File: src/rtl/comparator.sv
// Decode-stage 32-bit operand comparator: combinational equality plus registered branch flags.
// Optional statistics counters are built when COMPARATOR_STATS_EN is defined.
module comparator (
    input  logic        clk,
    input  logic        rst,
    input  logic [31:0] input1,
    input  logic [31:0] input2,
    input  logic        valid_in,
    output logic        out,
    output logic        valid_q,
    output logic        eq_q,
    output logic        ne_q,
    output logic        lt_q,
    output logic        ltu_q,
    output logic        ge_q,
    output logic        geu_q,
    output logic [15:0] cmp_count,
    output logic [15:0] match_count
);

    localparam int unsigned DATA_W = 32;
    localparam int unsigned CNT_W  = 16;

    logic              w_eq;
    logic              w_lt;
    logic              w_ltu;
    logic [DATA_W-1:0] w_a;
    logic [DATA_W-1:0] w_b;

    assign w_a   = input1;
    assign w_b   = input2;
    assign w_eq  = (w_a == w_b);
    assign w_lt  = ($signed(w_a) < $signed(w_b));
    assign w_ltu = (w_a < w_b);

    // Same-cycle branch decision path, independent of clock and reset.
    assign out = w_eq;

    logic r_valid;
    logic r_eq;
    logic r_lt;
    logic r_ltu;

    // Flags load only on valid cycles; the complementary flags are derived so they can never disagree.
    always_ff @(posedge clk) begin
        if (rst) begin
            r_valid <= 1'b0;
            r_eq    <= 1'b0;
            r_lt    <= 1'b0;
            r_ltu   <= 1'b0;
        end else begin
            r_valid <= valid_in;
            if (valid_in) begin
                r_eq  <= w_eq;
                r_lt  <= w_lt;
                r_ltu <= w_ltu;
            end
        end
    end

    logic r_loaded;

    // Complements stay 0 after reset until the first load.
    always_ff @(posedge clk) begin
        if (rst) begin
            r_loaded <= 1'b0;
        end else if (valid_in) begin
            r_loaded <= 1'b1;
        end
    end

    assign valid_q = r_valid;
    assign eq_q    = r_eq;
    assign lt_q    = r_lt;
    assign ltu_q   = r_ltu;
    assign ne_q    = r_loaded & ~r_eq;
    assign ge_q    = r_loaded & ~r_lt;
    assign geu_q   = r_loaded & ~r_ltu;

`ifdef COMPARATOR_STATS_EN
    logic [CNT_W-1:0] r_cmp_count;
    logic [CNT_W-1:0] r_match_count;

    // Saturating counters: they stick at all-ones instead of wrapping.
    always_ff @(posedge clk) begin
        if (rst) begin
            r_cmp_count   <= '0;
            r_match_count <= '0;
        end else if (valid_in) begin
            if (r_cmp_count != {CNT_W{1'b1}}) begin
                r_cmp_count <= r_cmp_count + CNT_W'(1);
            end
            if (w_eq && (r_match_count != {CNT_W{1'b1}})) begin
                r_match_count <= r_match_count + CNT_W'(1);
            end
        end
    end

    assign cmp_count   = r_cmp_count;
    assign match_count = r_match_count;
`else
    assign cmp_count   = '0;
    assign match_count = '0;
`endif

endmodule

File: config.mk
export PLATFORM = sky130hd
export DESIGN_NAME = comparator
export DESIGN_NICKNAME = d
export VERILOG_FILES = /design/src/rtl/comparator.sv
export SDC_FILE = /design/constraint.sdc
export NUM_CORES = 1
export LEC_CHECK = 0
export BUFFER_PORTS_ARGS = -buffer_cell sky130_fd_sc_hd__buf_4
export CAP_MARGIN = 5
export CORE_MARGIN = 4
export CORE_UTILIZATION = 33
export CTS_CLUSTER_DIAMETER = 60
export DETAILED_ROUTE_END_ITERATION = 8
export PLACE_DENSITY = 0.84
export SYNTH_ARGS = -nofsm -noshare
export SYNTH_HDL_FRONTEND = slang
export SYNTH_SLANG_ARGS = --single-unit
export TNS_END_PERCENT = 5
File: constraint.sdc
create_clock -name clk -period 1.5 [get_ports clk]
set_input_delay 0 -clock clk [delete_from_list [all_inputs] [get_ports clk]]
set_output_delay 0 -clock clk [all_outputs]
set_load 0.005 [all_outputs]
# After elaboration in Yosys (flattened, before gate mapping)
# Index checks and enable logic that the tools add are counted.
# word_totals
register_bits	5
inputBits	67
output_inout_bits	40
elab_cells	14
# op_classes
magnitude_cmp	2
eq_ne	1
bitwise_logic	6
# ops
operator	count
less-than comparator 32 bit	2
equality test 32 bit	1
AND 1 bit	3
NOT 1 bit	3

# Depth between registers and ports, before layout
# depth
word_depth	2
ltp_mapped	8
ltp_nobuf	8

# Worst setup path after synthesis
# Ideal clock, no wire load.
# synth_path
path_type	input-to-reg
startpoint	input port input2[31]
endpoint	register r_ltu (netlist: ltu_q)
setup_ps	115
arrival_ps	1371
required_ps	1385
slack_ps	15
stages	8
path_buffers	0
cell_sequence	inv_1 -> ha_1 -> nand4_2 -> nor4_2 -> nand4_1 -> a31oi_2 -> nor3b_1 -> o21ba_1
# synth_via
elab_chain_len	1
# synth_rtl
element	line_no	text
from (decl)	7	input logic [31:0] input2,
less-than comparator 32 bit	34	assign w_ltu = (w_a < w_b);
to (signal assigned)	56	r_ltu <= w_ltu;
to (decl)	42	logic r_ltu;
# Every way passes these cells.
# A chain may end at the register's enable or synchronous reset.

# Final worst setup path
# layout_path
startpoint	input port input1[17]
endpoint	register r_ltu (netlist: ltu_q)
# layout_via
elab_chain_len	1
# layout_rtl
element	line_no	text
from (decl)	6	input logic [31:0] input1,
less-than comparator 32 bit	34	
# Every way passes these cells.

==> results.json <==
{
  "grt_first_pass_wirelength_um": 4780,
  "layout-drive-gt1-share": 0.410,
  "drc": 0,
  "final_hold_viol_count": 0,
  "route.detailed.wl_per_inst_um": 10.4,
  "maximum_number_of_pins_on_one_net_before_global_route_repair": 9,
  "ff2ff_path_depth": 3,
  "count_of_distinct_cell_types_in_the_synthesized_netlist": 31,
  "power_leakage_nw": 1.17,
  "number_of_global_route_vias_before_repair": 1220,
  "power_report.internal_total_uw": 580,
  "clock_insertion_delay_worst_skew_ns": 0.22,
  "num-nets-final": 356,
  "fin_util": 0.546,
  "areaGrowthSynthToFinish_pct": 58.6,
  "detailroute.via_count": 1281,
  "ant_nets": 0,
  "critPathArrivalTime_ns": 1.59,
  "synth_seq_area_share": 0.0788,
  "clock_tree_root": "sky130_fd_sc_hd__clkbuf_8",
  "finalCritPeriodShare": 0.955,
  "critical_path.max_fanout": 3,
  "placement.io_buffers": 74,
  "timing.clock.skew_ns": 0,
  "power.switching_fraction": 0.304,
  "result_of_the_run": "completed",
  "finalSetupTns_ns": 0,
  "cts_max_path_buffers": 2,
  "worstPathRequired_ns": 1.66,
  "placementRows": 22,
  "critPathSlowestCell": "sky130_fd_sc_hd__a221o_1",
  "fillerInstances": 369,
  "synth_area_per_cell_um2": 7.56,
  "die_area_mm2": 0.00490,
  "io_pins": 107,
  "instances_no_fill": 304,
  "drt_pass1_iterations": 4,
  "power.share.sequential": 0.177,
  "cp-start-kind": "primary input",
  "post_synth_inst_count": 168,
  "antenna_cells": 0,
  "fmax_mhz": 698,
  "dp_hpwl_um": 2870,
  "maxCapViolCount": 0,
  "max_stage_delay_ns": 0.32,
  "fp.dieH_um": 70.0,
  "clock_power_share": 0.293,
  "number_of_storage_elements_in_the_synthesis_netlist": 5,
  "holdPathStages": 3,
  "grt.total_usage": 0.111,
  "layout_commonest_cell": "sky130_fd_sc_hd__buf_4",
  "die_width_um": 70.0,
  "timing.critical_path.buf_inv": 1,
  "finish.instance_area_mm2": 0.00201,
  "tritoncts.num_buffers": 3,
  "kind_of_path_behind_the_tightest_hold_check": "primary input to flip-flop",
  "crit_path_cell_trace": "buf_4 > ha_1 > a21o_1 > a221o_1 > a22oi_2 > o211ai_1 > nor3b_1 > o21ba_1",
  "cp_num_cells": 8,
  "syn_area_mm2": 0.00127,
  "setup.worst_path.class": "primary input to flip-flop",
  "detailedPlace.worstSlack_ns": -0.205,
  "grt_overflow_total": 0,
  "placedCellCount": 298,
  "postRouteWirelength_um": 3160,
  "clock_period_minus_worst_slack_ns": 1.43,
  "end_kind": "flip-flop",
  "clock_tree.htree_level_count": 1,
  "timing.final.max_slew_violations": 0,
  "cts_tree": "yes",
  "net-switching-power_uw": 254,
  "clkTransAtPathRegs_ns": 0.04,
  "tritoncts_num_sinks": 5,
  "synth_top_area_cell": "sky130_fd_sc_hd__ha_1",
  "drt_iter0_markers": 20,
  "mostFrequentLayoutCells": "sky130_fd_sc_hd__buf_4 (76), sky130_fd_sc_hd__conb_1 (32), sky130_fd_sc_hd__inv_1 (28), sky130_fd_sc_hd__ha_1 (28), sky130_fd_sc_hd__a21oi_1 (11)",
  "yosys_warnings": 0,
  "critical_path.top_delay_family": "compound AO/OA/AOI/OAI gates",
  "worst_ir_drop_vdd_uv": 326,
  "initial_antenna_violation_count": 0,
  "effective_utilization_at_floorplan": 0.344,
  "top_cell_type_s_share_of_synthesized_area": 0.315,
  "synth_area_leaders": "sky130_fd_sc_hd__ha_1 (32%), sky130_fd_sc_hd__buf_4 (19%), sky130_fd_sc_hd__inv_1 (9.5%)",
  "finalWeightedCongestion": 0.738,
  "vias_per_cell": 4.21,
  "rsz0062_at_grt": "yes",
  "detailed_place.area_mm2": 0.00183,
  "power_frac_comb": 0.530,
  "setup-violations-final": 0,
  "powerDensity_mw_per_mm2": 414,
  "core_mm2": 0.00369,
  "worst_slack_ns": 0.0676
}
[cells in the mapped netlist]
library cell and instances:
sky130_fd_sc_hd__a221oi_1 1, sky130_fd_sc_hd__a21o_1 2, sky130_fd_sc_hd__and4_1 1, sky130_fd_sc_hd__o211a_1 1, sky130_fd_sc_hd__buf_4 32, sky130_fd_sc_hd__a221o_1 1
sky130_fd_sc_hd__o211ai_1 1, sky130_fd_sc_hd__dfxtp_1 5, sky130_fd_sc_hd__nor2b_1 6, sky130_fd_sc_hd__ha_1 32, sky130_fd_sc_hd__o21ai_0 4, sky130_fd_sc_hd__nand4_1 4
sky130_fd_sc_hd__nor3b_1 3, sky130_fd_sc_hd__o41ai_2 1, sky130_fd_sc_hd__a22oi_1 1, sky130_fd_sc_hd__mux2i_1 1, sky130_fd_sc_hd__nand3_1 2, sky130_fd_sc_hd__nor4_1 1
sky130_fd_sc_hd__clkbuf_1 1, sky130_fd_sc_hd__nand2_1 10, sky130_fd_sc_hd__a211oi_1 1, sky130_fd_sc_hd__and2_0 1, sky130_fd_sc_hd__o21ba_1 1, sky130_fd_sc_hd__nor2_1 7
sky130_fd_sc_hd__inv_1 32, sky130_fd_sc_hd__nand4_2 1, sky130_fd_sc_hd__a31oi_2 1, sky130_fd_sc_hd__conb_1 1, sky130_fd_sc_hd__a21oi_1 11, sky130_fd_sc_hd__nand2b_1 1
sky130_fd_sc_hd__nor4_2 1
[stage by stage]
stage                     total power [mW]  hold WS [ns]
after floorplan                      0.400        0.0716
after global placement               0.547         0.227
after detailed placement             0.558         0.226
after CTS                            0.809        0.0630
after global routing                 0.907        0.0985
final                                0.833        0.0664
[flip-flops by register name (all words and copies together), names as in the netlist]
signal / cells
eq_q: 1
lt_q: 1
ltu_q: 1
r_loaded: 1
valid_q: 1
[cell families (layout without fill, tap and decap cells)]
logic type               after synthesis  in the layout  share of synthesized area
AO/OA/AOI/OAI                         26             26                      0.142
adder cells (fa/ha/maj)               32             32                      0.315
buffers and inverters                 65            122                      0.287
flip-flops                             5              5                     0.0788
multiplexers                           1              1                    0.00788
other                                  1             32                    0.00295
AND/OR/NAND/NOR                       38             38                      0.167
[worst register-to-register path, stage by stage (launching register included)]
cell and delay (ns):
sky130_fd_sc_hd__dfxtp_1 0.32, sky130_fd_sc_hd__nor3b_1 0.14, sky130_fd_sc_hd__a21oi_1 0.14, sky130_fd_sc_hd__o41ai_2 0.09
[layout make-up]
| type | count | area, µm² | area share |
|---|---|---|---|
| clock inverters | 1 | 5.00 | 0.00248 |
| flip-flops and latches | 5 | 100 | 0.0497 |
| clock buffers | 3 | 41.3 | 0.0205 |
| well taps | 48 | 60.1 | 0.0298 |
| repair buffers | 86 | 686 | 0.340 |
| inverters | 32 | 125 | 0.0621 |
| multi-input cells | 129 | 997 | 0.495 |
[power groups by stage]
stage	Combinational, mW	Sequential [mW]	Clock, mW
2_1_floorplan	0.251	0.149	0
3_3_place_gp	0.396	0.151	0
3_5_place_dp	0.408	0.150	0
4_1_cts	0.413	0.148	0.248
5_1_grt	0.502	0.149	0.256
6_report	0.442	0.148	0.244
[worst paths after layout]
kind         slack, ns               endpoint             startpoint
max               0.07     ltu_q$_SDFFE_PP0P_             input1[17]
min               0.07  r_loaded$_SDFFE_PP0P_               valid_in
max reg2reg       0.70      lt_q$_SDFFE_PP0P_      lt_q$_SDFFE_PP0P_
min reg2reg       0.50  r_loaded$_SDFFE_PP0P_  r_loaded$_SDFFE_PP0P_
[routing by layer]
metal  up-vias  global-route usage  wire (µm)  part of all wire
met3         0              0.0302        331              0.10
met5         -                   0          0                 0
met2        56               0.222       1730              0.55
met4         0              0.0128          0                 0
met1       550               0.117       1100              0.35
li1        675                   -          -                 -
[what timing repair did]
action	in CTS	in global routing
endpoints found under the setup margin	1	4
gates cloned	0	0
endpoints found under the hold margin	1	0
setup buffers	1	0
hold buffers	1	0
pin swaps	3	13
resized for setup	1	24
Note: power is estimated with default switching activity, not from simulation.
